===== config.mk =====
export PLATFORM = sky130hd
export DESIGN_NAME = shift_lpf_cfg_sequencer_flat
export DESIGN_NICKNAME = d
export VERILOG_FILES = /design/src/rtl/shift_lpf_cfg_sequencer_if.sv /design/src/rtl/shift_lpf_cfg_sequencer.sv /design/src/flat_wrapper.sv
export SDC_FILE = /design/constraint.sdc
export NUM_CORES = 2
export LEC_CHECK = 0
export ABC_AREA = 0
export CAP_MARGIN = 10
export CELL_PAD_IN_SITES_DETAIL_PLACEMENT = 1
export CELL_PAD_IN_SITES_GLOBAL_PLACEMENT = 1
export CORE_UTILIZATION = 35
export DETAILED_ROUTE_END_ITERATION = 6
export PLACE_DENSITY = 0.65
export SYNTH_ARGS = -nofsm -noshare
export SYNTH_HDL_FRONTEND = slang
export SYNTH_SLANG_ARGS = --single-unit

===== constraint.sdc =====
create_clock -name clk -period 4.1 [get_ports clk]
set_clock_uncertainty 0.05 [all_clocks]
set_input_delay 0.41 -clock clk [delete_from_list [all_inputs] [get_ports clk]]
set_output_delay 0.41 -clock clk [all_outputs]
set_load 0.005 [all_outputs]

===== src/rtl/shift_lpf_cfg_sequencer_if.sv =====
// Bundle of the host configuration bus, the FIR coefficient reload stream and
// the mixer phase-increment stream handled by shift_lpf_cfg_sequencer.
interface shift_lpf_cfg_sequencer_if #(
  parameter int COEFF_WIDTH = 16,
  parameter int NUM_COEFFS  = 128,
  parameter int PHASE_WIDTH = 24,
  parameter int ADDR_WIDTH  = $clog2(NUM_COEFFS)
);
  // Host register side
  logic                   cfg_coeff_wr;
  logic [ADDR_WIDTH-1:0]  cfg_coeff_addr;
  logic [COEFF_WIDTH-1:0] cfg_coeff_data;
  logic [PHASE_WIDTH-1:0] cfg_phase;
  logic                   cfg_start;
  logic                   cfg_busy;
  logic                   cfg_done;
  logic                   cfg_err;
  // Datapath side
  logic                   dp_hold;
  logic [COEFF_WIDTH-1:0] coeff_in;
  logic                   reload_tvalid;
  logic                   reload_tlast;
  logic [PHASE_WIDTH-1:0] phase_tdata;
  logic                   phase_tvalid;
  logic                   phase_tlast;
  logic                   phase_tready;

  // Environment view: host writes and the mixer's ready.
  modport master (
    output cfg_coeff_wr, cfg_coeff_addr, cfg_coeff_data, cfg_phase, cfg_start,
    output phase_tready,
    input  cfg_busy, cfg_done, cfg_err, dp_hold, coeff_in, reload_tvalid,
    input  reload_tlast, phase_tdata, phase_tvalid, phase_tlast
  );

  // Sequencer view.
  modport slave (
    input  cfg_coeff_wr, cfg_coeff_addr, cfg_coeff_data, cfg_phase, cfg_start,
    input  phase_tready,
    output cfg_busy, cfg_done, cfg_err, dp_hold, coeff_in, reload_tvalid,
    output reload_tlast, phase_tdata, phase_tvalid, phase_tlast
  );
endinterface


===== src/rtl/shift_lpf_cfg_sequencer.sv =====
// Runtime reconfiguration sequencer for the frequency-shift + CIC + FIR chain.
// Holds the upstream stream, drains the pipeline, streams the coefficient bank
// into the FIR reload port, hands the new phase increment to the mixer and
// releases the stream again.
module shift_lpf_cfg_sequencer #(
  parameter int COEFF_WIDTH   = 16,
  parameter int NUM_COEFFS    = 128,
  parameter int PHASE_WIDTH   = 24,
  parameter int FLUSH_CYCLES  = 64,
  parameter int PHASE_TIMEOUT = 1024,
  parameter int ADDR_WIDTH    = $clog2(NUM_COEFFS)
) (
  input  logic clk,
  input  logic reset_n,
  shift_lpf_cfg_sequencer_if.slave bus
);

  localparam logic [2:0] IDLE  = 3'd0;
  localparam logic [2:0] DRAIN = 3'd1;
  localparam logic [2:0] LOAD  = 3'd2;
  localparam logic [2:0] PHASE = 3'd3;
  localparam logic [2:0] DONE  = 3'd4;

  localparam int FLUSH_W = $clog2(FLUSH_CYCLES + 1);
  localparam int TOUT_W  = $clog2(PHASE_TIMEOUT + 1);

  // One extra bit so the bound is representable when NUM_COEFFS is a power of two.
  localparam logic [ADDR_WIDTH:0]   NUM_COEFFS_W = (ADDR_WIDTH + 1)'(NUM_COEFFS);
  localparam logic [ADDR_WIDTH-1:0] LAST_IDX     = ADDR_WIDTH'(NUM_COEFFS - 1);
  localparam logic [FLUSH_W-1:0]    FLUSH_LOAD   = FLUSH_W'(FLUSH_CYCLES - 1);
  localparam logic [TOUT_W-1:0]     TOUT_LAST    = TOUT_W'(PHASE_TIMEOUT - 1);

  logic                   rst_meta_r;
  logic                   rst_sync_r;

  logic [COEFF_WIDTH-1:0] bank_r [NUM_COEFFS];

  logic [2:0]             state_r;
  logic [FLUSH_W-1:0]     flush_cnt_r;
  logic [ADDR_WIDTH-1:0]  beat_idx_r;
  logic [TOUT_W-1:0]      tout_cnt_r;
  logic [PHASE_WIDTH-1:0] phase_r;

  logic                   busy_r;
  logic                   done_r;
  logic                   err_r;
  logic                   hold_r;
  logic [COEFF_WIDTH-1:0] coeff_r;
  logic                   reload_tvalid_r;
  logic                   reload_tlast_r;
  logic [PHASE_WIDTH-1:0] phase_tdata_r;
  logic                   phase_tvalid_r;

  logic                   wr_ok_s;
  logic                   start_ok_s;
  logic                   bad_access_s;

  // Reset asserts immediately but is released only on a clock edge.
  always_ff @(posedge clk or negedge reset_n) begin
    if (!reset_n) begin
      rst_meta_r <= 1'b0;
      rst_sync_r <= 1'b0;
    end else begin
      rst_meta_r <= 1'b1;
      rst_sync_r <= rst_meta_r;
    end
  end

  // Host accesses are legal only while idle; anything else is flagged.
  always_comb begin
    wr_ok_s      = 1'b0;
    start_ok_s   = 1'b0;
    bad_access_s = 1'b0;
    if (state_r == IDLE) begin
      wr_ok_s    = bus.cfg_coeff_wr && ({1'b0, bus.cfg_coeff_addr} < NUM_COEFFS_W);
      start_ok_s = bus.cfg_start;
    end else begin
      bad_access_s = bus.cfg_coeff_wr || bus.cfg_start;
    end
  end

  // Coefficient bank: no reset, a write coinciding with start is still taken.
  always_ff @(posedge clk) begin
    if (wr_ok_s) begin
      bank_r[bus.cfg_coeff_addr] <= bus.cfg_coeff_data;
    end
  end

  // Sequencer FSM with all outputs registered.
  always_ff @(posedge clk or negedge rst_sync_r) begin
    if (!rst_sync_r) begin
      state_r         <= IDLE;
      flush_cnt_r     <= '0;
      beat_idx_r      <= '0;
      tout_cnt_r      <= '0;
      phase_r         <= '0;
      busy_r          <= 1'b0;
      done_r          <= 1'b0;
      err_r           <= 1'b0;
      hold_r          <= 1'b0;
      coeff_r         <= '0;
      reload_tvalid_r <= 1'b0;
      reload_tlast_r  <= 1'b0;
      phase_tdata_r   <= '0;
      phase_tvalid_r  <= 1'b0;
    end else begin
      done_r <= 1'b0;
      if (bad_access_s) begin
        err_r <= 1'b1;
      end
      case (state_r)
        IDLE: begin
          if (start_ok_s) begin
            phase_r     <= bus.cfg_phase;
            err_r       <= 1'b0;
            hold_r      <= 1'b1;
            busy_r      <= 1'b1;
            flush_cnt_r <= FLUSH_LOAD;
            state_r     <= DRAIN;
          end
        end
        DRAIN: begin
          if (flush_cnt_r == '0) begin
            beat_idx_r <= '0;
            state_r    <= LOAD;
          end else begin
            flush_cnt_r <= flush_cnt_r - FLUSH_W'(1);
          end
        end
        LOAD: begin
          // One beat per cycle; the reload port never back-pressures.
          reload_tvalid_r <= 1'b1;
          coeff_r         <= bank_r[beat_idx_r];
          reload_tlast_r  <= (beat_idx_r == LAST_IDX);
          if (beat_idx_r == LAST_IDX) begin
            state_r <= PHASE;
          end else begin
            beat_idx_r <= beat_idx_r + ADDR_WIDTH'(1);
          end
        end
        PHASE: begin
          reload_tvalid_r <= 1'b0;
          reload_tlast_r  <= 1'b0;
          coeff_r         <= '0;
          if (!phase_tvalid_r) begin
            phase_tvalid_r <= 1'b1;
            phase_tdata_r  <= phase_r;
            tout_cnt_r     <= '0;
          end else if (bus.phase_tready || (tout_cnt_r == TOUT_LAST)) begin
            // Accepted, or the mixer never answered: either way finish up.
            phase_tvalid_r <= 1'b0;
            phase_tdata_r  <= '0;
            hold_r         <= 1'b0;
            busy_r         <= 1'b0;
            done_r         <= 1'b1;
            state_r        <= DONE;
            if (!bus.phase_tready) begin
              err_r <= 1'b1;
            end
          end else begin
            tout_cnt_r <= tout_cnt_r + TOUT_W'(1);
          end
        end
        DONE: begin
          state_r <= IDLE;
        end
        default: begin
          state_r         <= IDLE;
          busy_r          <= 1'b0;
          hold_r          <= 1'b0;
          reload_tvalid_r <= 1'b0;
          reload_tlast_r  <= 1'b0;
          phase_tvalid_r  <= 1'b0;
        end
      endcase
    end
  end

  assign bus.cfg_busy      = busy_r;
  assign bus.cfg_done      = done_r;
  assign bus.cfg_err       = err_r;
  assign bus.dp_hold       = hold_r;
  assign bus.coeff_in      = coeff_r;
  assign bus.reload_tvalid = reload_tvalid_r;
  assign bus.reload_tlast  = reload_tlast_r;
  assign bus.phase_tdata   = phase_tdata_r;
  assign bus.phase_tvalid  = phase_tvalid_r;
  assign bus.phase_tlast   = phase_tvalid_r;

endmodule


===== src/flat_wrapper.sv =====
// flat-port wrapper written by rule: the top's interface ports become plain ports
module shift_lpf_cfg_sequencer_flat 
#(
  parameter int COEFF_WIDTH   = 16,
  parameter int NUM_COEFFS    = 128,
  parameter int PHASE_WIDTH   = 24,
  parameter int FLUSH_CYCLES  = 64,
  parameter int PHASE_TIMEOUT = 1024,
  parameter int ADDR_WIDTH    = $clog2(NUM_COEFFS)
)
  (clk, reset_n, bus_cfg_coeff_wr, bus_cfg_coeff_addr, bus_cfg_coeff_data, bus_cfg_phase, bus_cfg_start, bus_phase_tready, bus_cfg_busy, bus_cfg_done, bus_cfg_err, bus_dp_hold, bus_coeff_in, bus_reload_tvalid, bus_reload_tlast, bus_phase_tdata, bus_phase_tvalid, bus_phase_tlast);
  shift_lpf_cfg_sequencer_if #(.COEFF_WIDTH(COEFF_WIDTH), .NUM_COEFFS(NUM_COEFFS), .PHASE_WIDTH(PHASE_WIDTH), .ADDR_WIDTH(ADDR_WIDTH)) bus_i ();
  input  logic clk;
  input  logic reset_n;
  input wire logic [$bits(bus_i.cfg_coeff_wr)-1:0] bus_cfg_coeff_wr;
  input wire logic [$bits(bus_i.cfg_coeff_addr)-1:0] bus_cfg_coeff_addr;
  input wire logic [$bits(bus_i.cfg_coeff_data)-1:0] bus_cfg_coeff_data;
  input wire logic [$bits(bus_i.cfg_phase)-1:0] bus_cfg_phase;
  input wire logic [$bits(bus_i.cfg_start)-1:0] bus_cfg_start;
  input wire logic [$bits(bus_i.phase_tready)-1:0] bus_phase_tready;
  output wire logic [$bits(bus_i.cfg_busy)-1:0] bus_cfg_busy;
  output wire logic [$bits(bus_i.cfg_done)-1:0] bus_cfg_done;
  output wire logic [$bits(bus_i.cfg_err)-1:0] bus_cfg_err;
  output wire logic [$bits(bus_i.dp_hold)-1:0] bus_dp_hold;
  output wire logic [$bits(bus_i.coeff_in)-1:0] bus_coeff_in;
  output wire logic [$bits(bus_i.reload_tvalid)-1:0] bus_reload_tvalid;
  output wire logic [$bits(bus_i.reload_tlast)-1:0] bus_reload_tlast;
  output wire logic [$bits(bus_i.phase_tdata)-1:0] bus_phase_tdata;
  output wire logic [$bits(bus_i.phase_tvalid)-1:0] bus_phase_tvalid;
  output wire logic [$bits(bus_i.phase_tlast)-1:0] bus_phase_tlast;
  assign bus_i.cfg_coeff_wr = bus_cfg_coeff_wr;
  assign bus_i.cfg_coeff_addr = bus_cfg_coeff_addr;
  assign bus_i.cfg_coeff_data = bus_cfg_coeff_data;
  assign bus_i.cfg_phase = bus_cfg_phase;
  assign bus_i.cfg_start = bus_cfg_start;
  assign bus_i.phase_tready = bus_phase_tready;
  assign bus_cfg_busy = bus_i.cfg_busy;
  assign bus_cfg_done = bus_i.cfg_done;
  assign bus_cfg_err = bus_i.cfg_err;
  assign bus_dp_hold = bus_i.dp_hold;
  assign bus_coeff_in = bus_i.coeff_in;
  assign bus_reload_tvalid = bus_i.reload_tvalid;
  assign bus_reload_tlast = bus_i.reload_tlast;
  assign bus_phase_tdata = bus_i.phase_tdata;
  assign bus_phase_tvalid = bus_i.phase_tvalid;
  assign bus_phase_tlast = bus_i.phase_tlast;
  shift_lpf_cfg_sequencer #(.COEFF_WIDTH(COEFF_WIDTH), .NUM_COEFFS(NUM_COEFFS), .PHASE_WIDTH(PHASE_WIDTH), .FLUSH_CYCLES(FLUSH_CYCLES), .PHASE_TIMEOUT(PHASE_TIMEOUT), .ADDR_WIDTH(ADDR_WIDTH)) u_core (.clk(clk), .reset_n(reset_n), .bus(bus_i));
endmodule

==> results.md <==
* Outcome: finished, final reports clean
* Io pins at 100
* GRT Util Overall at a little under a fifth
* Mapped Nets at roughly 4,200
* RSZ-0062 raised after global routing: false
* Clk root buf: clkbuf_16
* FF-to-FF path depth at 9
* Mapped cell area at a little over 0.08 mm2
* Htree depth at 4
* Initial antenna violation count at 14
* Slew at the pin closest to its max-slew limit at approximately 1.2 ns
* Ys Warns at 0
* EDFF count, synth at approximately 2,000
* Die area at between 0.2 and 0.25 mm2
* Drt drc at 0
* Yosys reg bits at between 2,000 and 2,500
* First-pass GRT wire length at 324,000 um
* Die X at slightly below 500 um
* Worst hold start: bus_cfg_coeff_data[5]
* Clock latency on the worst-skew pair at between 0.8 and 0.9 ns
* Ys async rst share at roughly 4.7%
* Core region area at roughly 0.24 mm2
* Reg2Reg Capture Point: u_core.bus.coeff_in[11]$_DFFE_PN0N_
* Min-Delay Path Class: input port to flip-flop
* Share of cells above drive strength 1 at 21.8%
* Peak supply drop at between 0.4 and 0.5 mV
* Die Ht at just under 500 um
* Worst R2R Start: u_core.beat_idx_r[0]$_DFFE_PN0P_
* CTS tree: yes
* MaxCap Viol Count at 0
* Ratio of final minimum period to clock period at 88.7%
* Clock tree buffer depth at 3
* Final hold vios at 0
* Fin. max-slew vios at 0
* FF-to-FF setup slack at between 0.4 and 0.5 ns
* CTS sink count at 2,148
* WP data arrival at 4.29 ns
* CTS buffer count at 211
* Row count at 178
* Reg area at ~0.064 mm2
* Initial core utilization at a little over a third
* Vias in the first global route at about 44,000
* Setup WS post-layout at 0.463 ns
* DR vias at approximately 43,000
* Worst Path Max Fanout at 27
* Min-Delay Path Depth at 1
* Vias per cell at ~5.5
* Nets at approximately 4,500
* Pre-antenna DRT Iters at 6
* Setup TNS at 0 ns
* Worst hold endpoint: u_core.bank_r[90][5]$_DFFE_PP_
* Clk slew on worst S/H paths at about 0.060 ns
* Post-synthesis sequential area ratio at between 70 and 80%
* Syn Inst Count at ~4,100
* Largest net degree at the start of global routing at 96
* Setup-failing EPs final at 0
* Post-synthesis cell type count at 60
* Pre-CTS setup slack at between 0.3 and 0.4 ns
* Critical Path Source Type: flip-flop
* Port Buffers at slightly below 100
* WL per Instance at 29.1 um
* Gpl congestion at just over 0.8
* Drt total wl at between 200,000 and 250,000 um
* Area growth from synthesis to layout at 15.9%
* Slew Limit Headroom at between 10% and 20%
* Fillers at around 22,000
* Post-Syn Area per Cell at roughly 20 um2
* Fmax at 275 MHz
* Required @ worst endpoint at about 4.8 ns
* Leakage at slightly above 30 nW
* Detail Placement HPWL at approximately 140,000 um
* Minimum clock period after layout at 3.64 ns
* Post-DRT Antenna Nets at 0
* PwrDens at 625 mW/mm2
* Post CTS Setup Buffer Count at 0
* Crit. End Element: flip-flop
* Multi-input logic area at ~0.018 mm2
* GRT overflow at 0
* DRT iter0 DRCs at ~4,400
* Dominant synthesized flop cell: edfxtp_1
* Crit Path Class: flip-flop to flip-flop
critical path, stage by stage (launching register included):
cell and delay, ns:
dfrtp_4 0.67, buf_12 0.30, buf_12 0.25, buf_12 0.24
mux4_2 0.51, mux2i_1 0.16, a221oi_1 0.15, a211oi_1 0.74
buf_4 0.23, nand4_1 0.07
layer usage:
layer | global-route usage, % | wire [um]
met5 | 0 | 27
met4 | 5.29 | 5670
met3 | 3.20 | 13800
met2 | 31.1 | 112000
met1 | 25.7 | 95900
cells by family (layout without fill, tap and decap cells):
| logic type | Yosys count | in the layout | synth area share (%) |
|---|---|---|---|
| AOI/OAI and AO/OA | 439 | 439 | 3.80 |
| xor gates and xnor gates | 13 | 13 | 0.137 |
| adders and majority gates | 3 | 3 | 0.0453 |
| buffers and inverters | 246 | 801 | 1.54 |
| DFF | 2148 | 2148 | 77.2 |
| muxes | 723 | 723 | 14.5 |
| other | 1 | 6 | 0.00452 |
| and+or+nand+nor | 532 | 532 | 2.78 |
worst max path at each step:
stage          depth (start not counted)  slack (ns)                        startpoint                             endpoint
2_1_floorplan                          0        1.06       u_core.rst_sync_r$_DFF_PN0_     u_core.beat_idx_r[0]$_DFFE_PN0P_
3_3_place_gp                           9        0.35  u_core.beat_idx_r[0]$_DFFE_PN0P_  u_core.bus.coeff_in[11]$_DFFE_PN0N_
3_5_place_dp                           9        0.37  u_core.beat_idx_r[0]$_DFFE_PN0P_  u_core.bus.coeff_in[11]$_DFFE_PN0N_
4_1_cts                                9        0.36  u_core.beat_idx_r[0]$_DFFE_PN0P_  u_core.bus.coeff_in[11]$_DFFE_PN0N_
5_1_grt                                9        0.36  u_core.beat_idx_r[0]$_DFFE_PN0P_  u_core.bus.coeff_in[11]$_DFFE_PN0N_
6_report                               9        0.46  u_core.beat_idx_r[0]$_DFFE_PN0P_  u_core.bus.coeff_in[11]$_DFFE_PN0N_
flip-flops by register name, indices dropped and copies added (netlist names), 3 cells and up:
signal                  count
u_core.bank_r            2048
u_core.beat_idx_r           7
u_core.bus.coeff_in        16
u_core.bus.phase_tdata     24
u_core.flush_cnt_r          7
u_core.phase_r             24
u_core.state_r              3
u_core.tout_cnt_r          11
timing repair:
item	4_1_cts	5_1_grt
hold endpoints to repair	50	0
hold buffers	16	0
gates resized for setup	0	0
metrics by stage:
step / instances / power (mW) / hold slack [ns] / utilization, % / cell area, um2
floorplan: 4105 / 35.9 / 0.0644 / - / 83000
global placement: 7404 / 41.4 / 0.288 / 37.9 / 89200
detailed placement: 7404 / 41.6 / 0.288 / 37.9 / 89200
CTS: 7810 / 60.6 / 0.00138 / 40.8 / 96100
global route: 7810 / 62.2 / 0.0256 / 40.8 / 96100
finish: 7815 / 60.1 / 0.0338 / 40.8 / 96100
cells in the final DEF (no fill, tap or decap), drive strengths merged, types with 3 or more instances in the layout:
cell / netlist / layout
clkdlybuf4s50: 0 / 83
nand2: 175 / 175
diode: 0 / 5
mux2: 10 / 10
clkinvlp: 0 / 4
bufinv: 0 / 16
xnor2: 6 / 6
o22ai: 79 / 79
a211oi: 17 / 17
clkbuf: 113 / 263
nand4b: 3 / 3
ha: 3 / 3
a2111oi: 3 / 3
and2: 6 / 6
clkinv: 1 / 97
o21ai: 14 / 14
a31oi: 6 / 6
nand2b: 6 / 6
dfrtp: 100 / 100
a22o: 25 / 25
inv: 11 / 22
mux2i: 329 / 329
nor2b: 30 / 30
a21oi: 111 / 111
and3: 4 / 4
a221oi: 20 / 20
nor3: 65 / 65
nor2: 200 / 200
xor2: 7 / 7
nand4: 18 / 18
dlygate4sd3: 0 / 16
mux4: 384 / 384
o221ai: 131 / 131
o31ai: 3 / 3
buf: 121 / 300
nand3: 17 / 17
a311oi: 14 / 14
a22oi: 5 / 5
edfxtp: 2048 / 2048
area by class of cell:
cell class | count | share of cell area, %
clock inverter | 127 | 1.20
inverter | 12 | 0.0560
multi-input combinational | 1711 | 18.4
timing repair buffer | 399 | 3.80
sequential | 2148 | 66.6
clock buffer | 263 | 5.80
tap | 3150 | 4.10
antenna | 5 | 0.0130
power by group:
part | switching [mW] | internal [mW]
clock network | 8.36 | 10.7
logic | 8.99 | 6.99
registers | 0.631 | 24.5
total | 18.0 | 42.1
synth_stat cells (2+ instances only):
library cell	number	area [um2]
a21oi_1	111	556
a22oi_1	5	37.5
nor2_1	200	751
nor2b_1	30	188
edfxtp_1	2048	61500
a221oi_1	20	175
nand3_1	17	85.1
nor4b_1	2	17.5
buf_2	43	215
clkbuf_1	113	424
nand4_1	18	113
nor3_1	65	325
xnor2_1	6	52.6
a211oi_1	17	128
dfrtp_1	100	2500
and2_1	5	31.3
buf_6	18	203
o21ai_0	14	70.1
a2111oi_2	2	30.0
o21bai_1	2	15.0
o22ai_1	79	494
inv_1	10	37.5
mux2i_1	329	3290
and3_1	4	25.0
a22o_1	25	219
nand2_1	175	657
a31oi_1	5	31.3
o31ai_1	3	22.5
nand4b_1	3	26.3
ha_1	3	37.5
buf_1	16	60.1
mux4_2	384	8650
o221ai_1	131	1150
buf_4	44	330
xor2_1	7	61.3
mux2_2	9	101
nand2b_1	6	37.5
a311oi_1	14	123
Power figures use the tool's default switching activity.
